<file path="src/rtl/gray_bin_pkg.sv">
// Shared constants and the binary-to-Gray encode helper for the Gray converter.
package gray_bin_pkg;

    localparam int DEFAULT_WIDTH = 4;
    localparam int MAX_WIDTH     = 32;

    // Each Gray bit is the XOR of a binary bit and its upper neighbour.
    // The MSB is XORed with a zero-filled bit, so it passes through unchanged.
    // The function works on the widest legal code. Callers zero-extend their
    // input and keep the low WIDTH bits of the result. The extra bits are
    // zero, so truncating the result is exact.
    function automatic logic [MAX_WIDTH-1:0] binToGray(input logic [MAX_WIDTH-1:0] binVal);
        return binVal ^ (binVal >> 1);
    endfunction

endpackage

</file>
<file path="src/rtl/gray_to_bin.sv">
// Purely combinational Gray-to-binary decoder (prefix XOR from the MSB down).
module gray_to_bin
    import gray_bin_pkg::*;
#(
    parameter int WIDTH = DEFAULT_WIDTH
) (
    input  logic [WIDTH-1:0] i_gray,
    output logic [WIDTH-1:0] o_binary
);

    // Walk from the MSB down, carrying the running XOR of all Gray bits seen so far.
    always_comb begin
        logic [WIDTH-1:0] w_acc;
        w_acc            = '0;
        w_acc[WIDTH-1]   = i_gray[WIDTH-1];
        for (int i = WIDTH - 2; i >= 0; i--) begin
            w_acc[i] = w_acc[i+1] ^ i_gray[i];
        end
        o_binary = w_acc;
    end

endmodule

</file>
<file path="src/rtl/gray_bin_converter.sv">
// Registered Gray encoder/decoder with a built-in encode->decode self-check path.
module gray_bin_converter
    import gray_bin_pkg::*;
#(
    parameter int WIDTH = DEFAULT_WIDTH
) (
    input  logic             clk,
    input  logic             rst,
    input  logic             in_valid,
    input  logic [WIDTH-1:0] binary_in,
    input  logic [WIDTH-1:0] gray_in,
    output logic             out_valid,
    output logic [WIDTH-1:0] gray_out,
    output logic [WIDTH-1:0] binary_out,
    output logic [WIDTH-1:0] roundtrip_out,
    output logic             roundtrip_err
);

    logic [WIDTH-1:0] w_grayEnc;
    logic [WIDTH-1:0] w_binDec;
    logic [WIDTH-1:0] w_roundtrip;
    logic             w_roundtripErr;

    logic             r_valid;
    logic [WIDTH-1:0] r_grayOut;
    logic [WIDTH-1:0] r_binaryOut;
    logic [WIDTH-1:0] r_roundtrip;
    logic             r_roundtripErr;

    // Encode through the package helper at full width and keep the low bits.
    assign w_grayEnc = WIDTH'(binToGray(MAX_WIDTH'(binary_in)));

    // This decoder serves the independent Gray input.
    gray_to_bin #(.WIDTH(WIDTH)) u_decodeGrayIn (
        .i_gray   (gray_in),
        .o_binary (w_binDec)
    );

    // This decoder undoes the local encode, so a healthy design reproduces binary_in.
    gray_to_bin #(.WIDTH(WIDTH)) u_decodeRoundtrip (
        .i_gray   (w_grayEnc),
        .o_binary (w_roundtrip)
    );

    assign w_roundtripErr = (w_roundtrip != binary_in);

    // Capture one result per valid cycle and hold the data when idle.
    // Reset wins over a transfer in the same cycle.
    always_ff @(posedge clk) begin
        if (rst) begin
            r_valid        <= 1'b0;
            r_grayOut      <= '0;
            r_binaryOut    <= '0;
            r_roundtrip    <= '0;
            r_roundtripErr <= 1'b0;
        end else begin
            r_valid <= in_valid;
            if (in_valid) begin
                r_grayOut      <= w_grayEnc;
                r_binaryOut    <= w_binDec;
                r_roundtrip    <= w_roundtrip;
                r_roundtripErr <= w_roundtripErr;
            end
        end
    end

    assign out_valid     = r_valid;
    assign gray_out      = r_grayOut;
    assign binary_out    = r_binaryOut;
    assign roundtrip_out = r_roundtrip;
    assign roundtrip_err = r_roundtripErr;

endmodule

</file>
<file path="config.mk">
export PLATFORM = sky130hd
export DESIGN_NAME = gray_bin_converter
export DESIGN_NICKNAME = d
export VERILOG_FILES = /design/src/rtl/gray_bin_pkg.sv /design/src/rtl/gray_to_bin.sv /design/src/rtl/gray_bin_converter.sv
export SDC_FILE = /design/constraint.sdc
export NUM_CORES = 1
export LEC_CHECK = 0
export CELL_PAD_IN_SITES_DETAIL_PLACEMENT = 1
export CELL_PAD_IN_SITES_GLOBAL_PLACEMENT = 1
export CORE_MARGIN = 2
export CORE_UTILIZATION = 29
export DETAILED_ROUTE_END_ITERATION = 10
export GPL_ROUTABILITY_DRIVEN = 0
export HOLD_SLACK_MARGIN = 0.08
export PLACE_DENSITY = 0.82
export SLEW_MARGIN = 20
export SYNTH_ARGS = -nofsm -noshare
export SYNTH_HDL_FRONTEND = slang
export SYNTH_SLANG_ARGS = --single-unit
</file>
<file path="constraint.sdc">
create_clock -name clk -period 1.3 [get_ports clk]
set_clock_uncertainty 0.1 [all_clocks]
set_input_delay 0.26 -clock clk [delete_from_list [all_inputs] [get_ports clk]]
set_output_delay 0.26 -clock clk [all_outputs]
set_load 0.01 [all_outputs]
</file>
==> impl_results.md <==
- DRC viols: 0
- Synth area leaders: dfxtp_1 (45%), nor2_1 (9.2%), ha_1 (8.7%)
- Largest family of logic cells by synthesized area: compound AO/OA/AOI/OAI gates
- Average wire per standard cell: 11.5 µm
- Syn Nets: about 70
- Ant diodes: 0
- Gr usage total: between 10% and 20%
- # hold bufs at CTS: 0
- Grt ovf: 0
- Slew Viols, Final: 0
- Synthesized area: 574 µm²
- Pwr Density: 988 nW/µm²
- Final worst slack: approximately 33 ps
- CORE AREA: just under 2000 µm²
- Port buffer count: 24
- Remaining antenna violation count: 0
- Post-route clock period utilization: 97.5%
- Max incr delay on CP: 350 ps
- Most frequent cells in the layout: dlygate4sd2_1 (18), dfxtp_1 (13), nor2_1 (12), buf_4 (9), a211oi_1 (6)
- CP arrival: a little over 900 ps
- CP top delay family: flip-flops
- Register area: 260 µm²
- H-tree levels: 1
- Crit path kind: reg -> out
- Die area: about 2400 µm²
- Initial Util: roughly 30%
- Area of the multi-input gates: between 200 and 300 µm²
- Worst Path Buf+Inv: 1
- Synth warn: 0
- CP startpoint kind: flip-flop
- Slew margin rel.: 87.1%
- Setup repair bufs after CTS: 0
- Design area: 930 µm²
- Pre-CTS setup slack: -425 ps
- Die X: between 40 and 50 µm
- First-pass GRT wire length: between 2 and 2.5 mm
- DR vias: roughly 520
- Simple-Gate Fraction of Synth Area: about a tenth
- CP required: between 900 and 1000 ps
- Crit-path slowest cell: dfxtp_1
- First drt pass iteration count: 4
- Drt initial violations: 1
- Rows: 16
- Compound-gate portion of the synthesized area: a little under an eighth
- Post-synthesis cell count: 57
- Clk root buf: clkbuf_4
- Area leader, netlist: dfxtp_1
- Io pins: 25
- Synth Area in Adders: 8.71%
- FILL cells: between 200 and 250
- Share of the synthesized area in the top cell type: between 40% and 50%
- Final net count: ~110
- Placed cell area: just over 900 µm²
- Die H: 48.5 µm
- Register bit total from synthesis: 13
- Worst hold path type: in -> reg
- Least-Margin Pin Slew: 193 ps
- Clock buffer count from CTS: 3
- Tot Pwr: a little over 900 µW
- Final worst path period need: ~1300 ps
- Number of distinct library cells after synthesis: 17
- Mux share of post-synthesis cell area: just over 7%
- Final Hold Fails: 0
- Pin count of the biggest net entering global routing: 15
- Commonest non-fill, non-tap cell in the layout: dlygate4sd2_1
- Clock buffer depth: 2
- Worst-path clk slew: 80 ps
- Worst skew pair latency: 280 ps
- Synthesized area per cell: ~10 µm²
- Post-synthesis sequential area ratio: 45.3%
- RSZ-0062 raised after global routing: true
- Area delta synth->final: 61.9%
- Via-per-instance ratio: between 4 and 5
- Crit-path cells: dlygate4sd2_1
- Worst Hold Margin: 278 ps
- IR drop worst, VDD: around 0.73 mV
- CTS tree: done
- Max-cap violation count: 0
- Layout cells sized above 1: between 10% and 20%
- CP endpoint kind: primary output
- P_leak: approximately 0.46 nW
- Clock sink total: 13
- Vias in the first global route: approximately 530
- Setup violations, final: 0
- XOR/XNOR share of the synthesized area: 11.5%
- DRT Wirelength: around 1.4 mm
- Initial antenna violation count: 0
- Critical path fanouts, max: 3
- Util after Layout: 48.4%
- FMAX: 789 MHz
- Status: finished clean
- HPWL Detailed: between 1 and 1.5 mm
-- metrics by stage --
stage,instances,setup TNS (ps)
floorplan,57,0
detailed placement,114,-2860
global route,118,-20.0
CTS,118,0
global placement,114,-2460
finish,118,0
-- sequential cells by signal, summed over array words and instances, names as in the netlist --
register       count
binary_out         4
gray_out           4
out_valid          1
roundtrip_err      1
roundtrip_out      3
-- path summary, 6_finish.rpt --
kind	slack, ps	endpoint	cells after the start	from
hold reg to reg	390	binary_out[2]	2	binary_out[2]
hold / removal	280	gray_out[0]	3	binary_in[0]
setup / recovery	30	gray_out[3]	1	gray_out[3]
setup reg to reg	450	binary_out[1]	3	binary_out[1]
-- synthesized netlist by cell type --
library cell	number
nor2b_1	1
clkbuf_1	1
mux2i_1	3
dfxtp_1	13
buf_2	1
buf_1	1
a211oi_2	1
a211oi_1	6
mux2_2	1
xnor3_1	1
inv_1	3
ha_1	4
xnor2_1	3
xor2_1	2
nor2_1	14
buf_4	1
a311oi_1	1
-- layout make-up --
cell class | instances | area share, %
Sequential cell | 13 | 28.0
Tap cell | 27 | 3.63
Timing Repair Buffer | 34 | 33.1
Clock buffer | 4 | 2.83
Inverter | 3 | 1.21
Multi-Input combinational cell | 37 | 31.2
-- repair_timing --
action | 4_1_cts | 5_1_grt
pin swaps | 3 | 0
endpoints found under the setup margin | 18 | 3
resized for setup | 20 | 2
-- per-layer routing --
metal  vias to the layer above  GRT usage, %  share of wire, %
li1                        260             -                 -
met1                       239          13.6                42
met2                        15          22.9                51
met3                         4          3.09               3.6
met4                         0          10.0               3.5
met5                         -             0                 0
-- report_power, final --
group | internal, mW | switching (mW)
Combinational | 0.124 | 0.0945
Clock | 0.119 | 0.138
Sequential | 0.429 | 0.0141
Total | 0.672 | 0.247
-- cells by family (layout without fill, tap and decap cells) --
logic type | count (synthesis) | after routing
buffers and inverters | 7 | 41
flip-flops | 13 | 13
AO/OA/AOI/OAI | 8 | 8
AND/OR/NAND/NOR | 15 | 15
multiplexers | 4 | 4
XOR/XNOR | 6 | 6
adder cells (fa/ha/maj) | 4 | 4
Note: power is estimated with default switching activity, not from simulation.
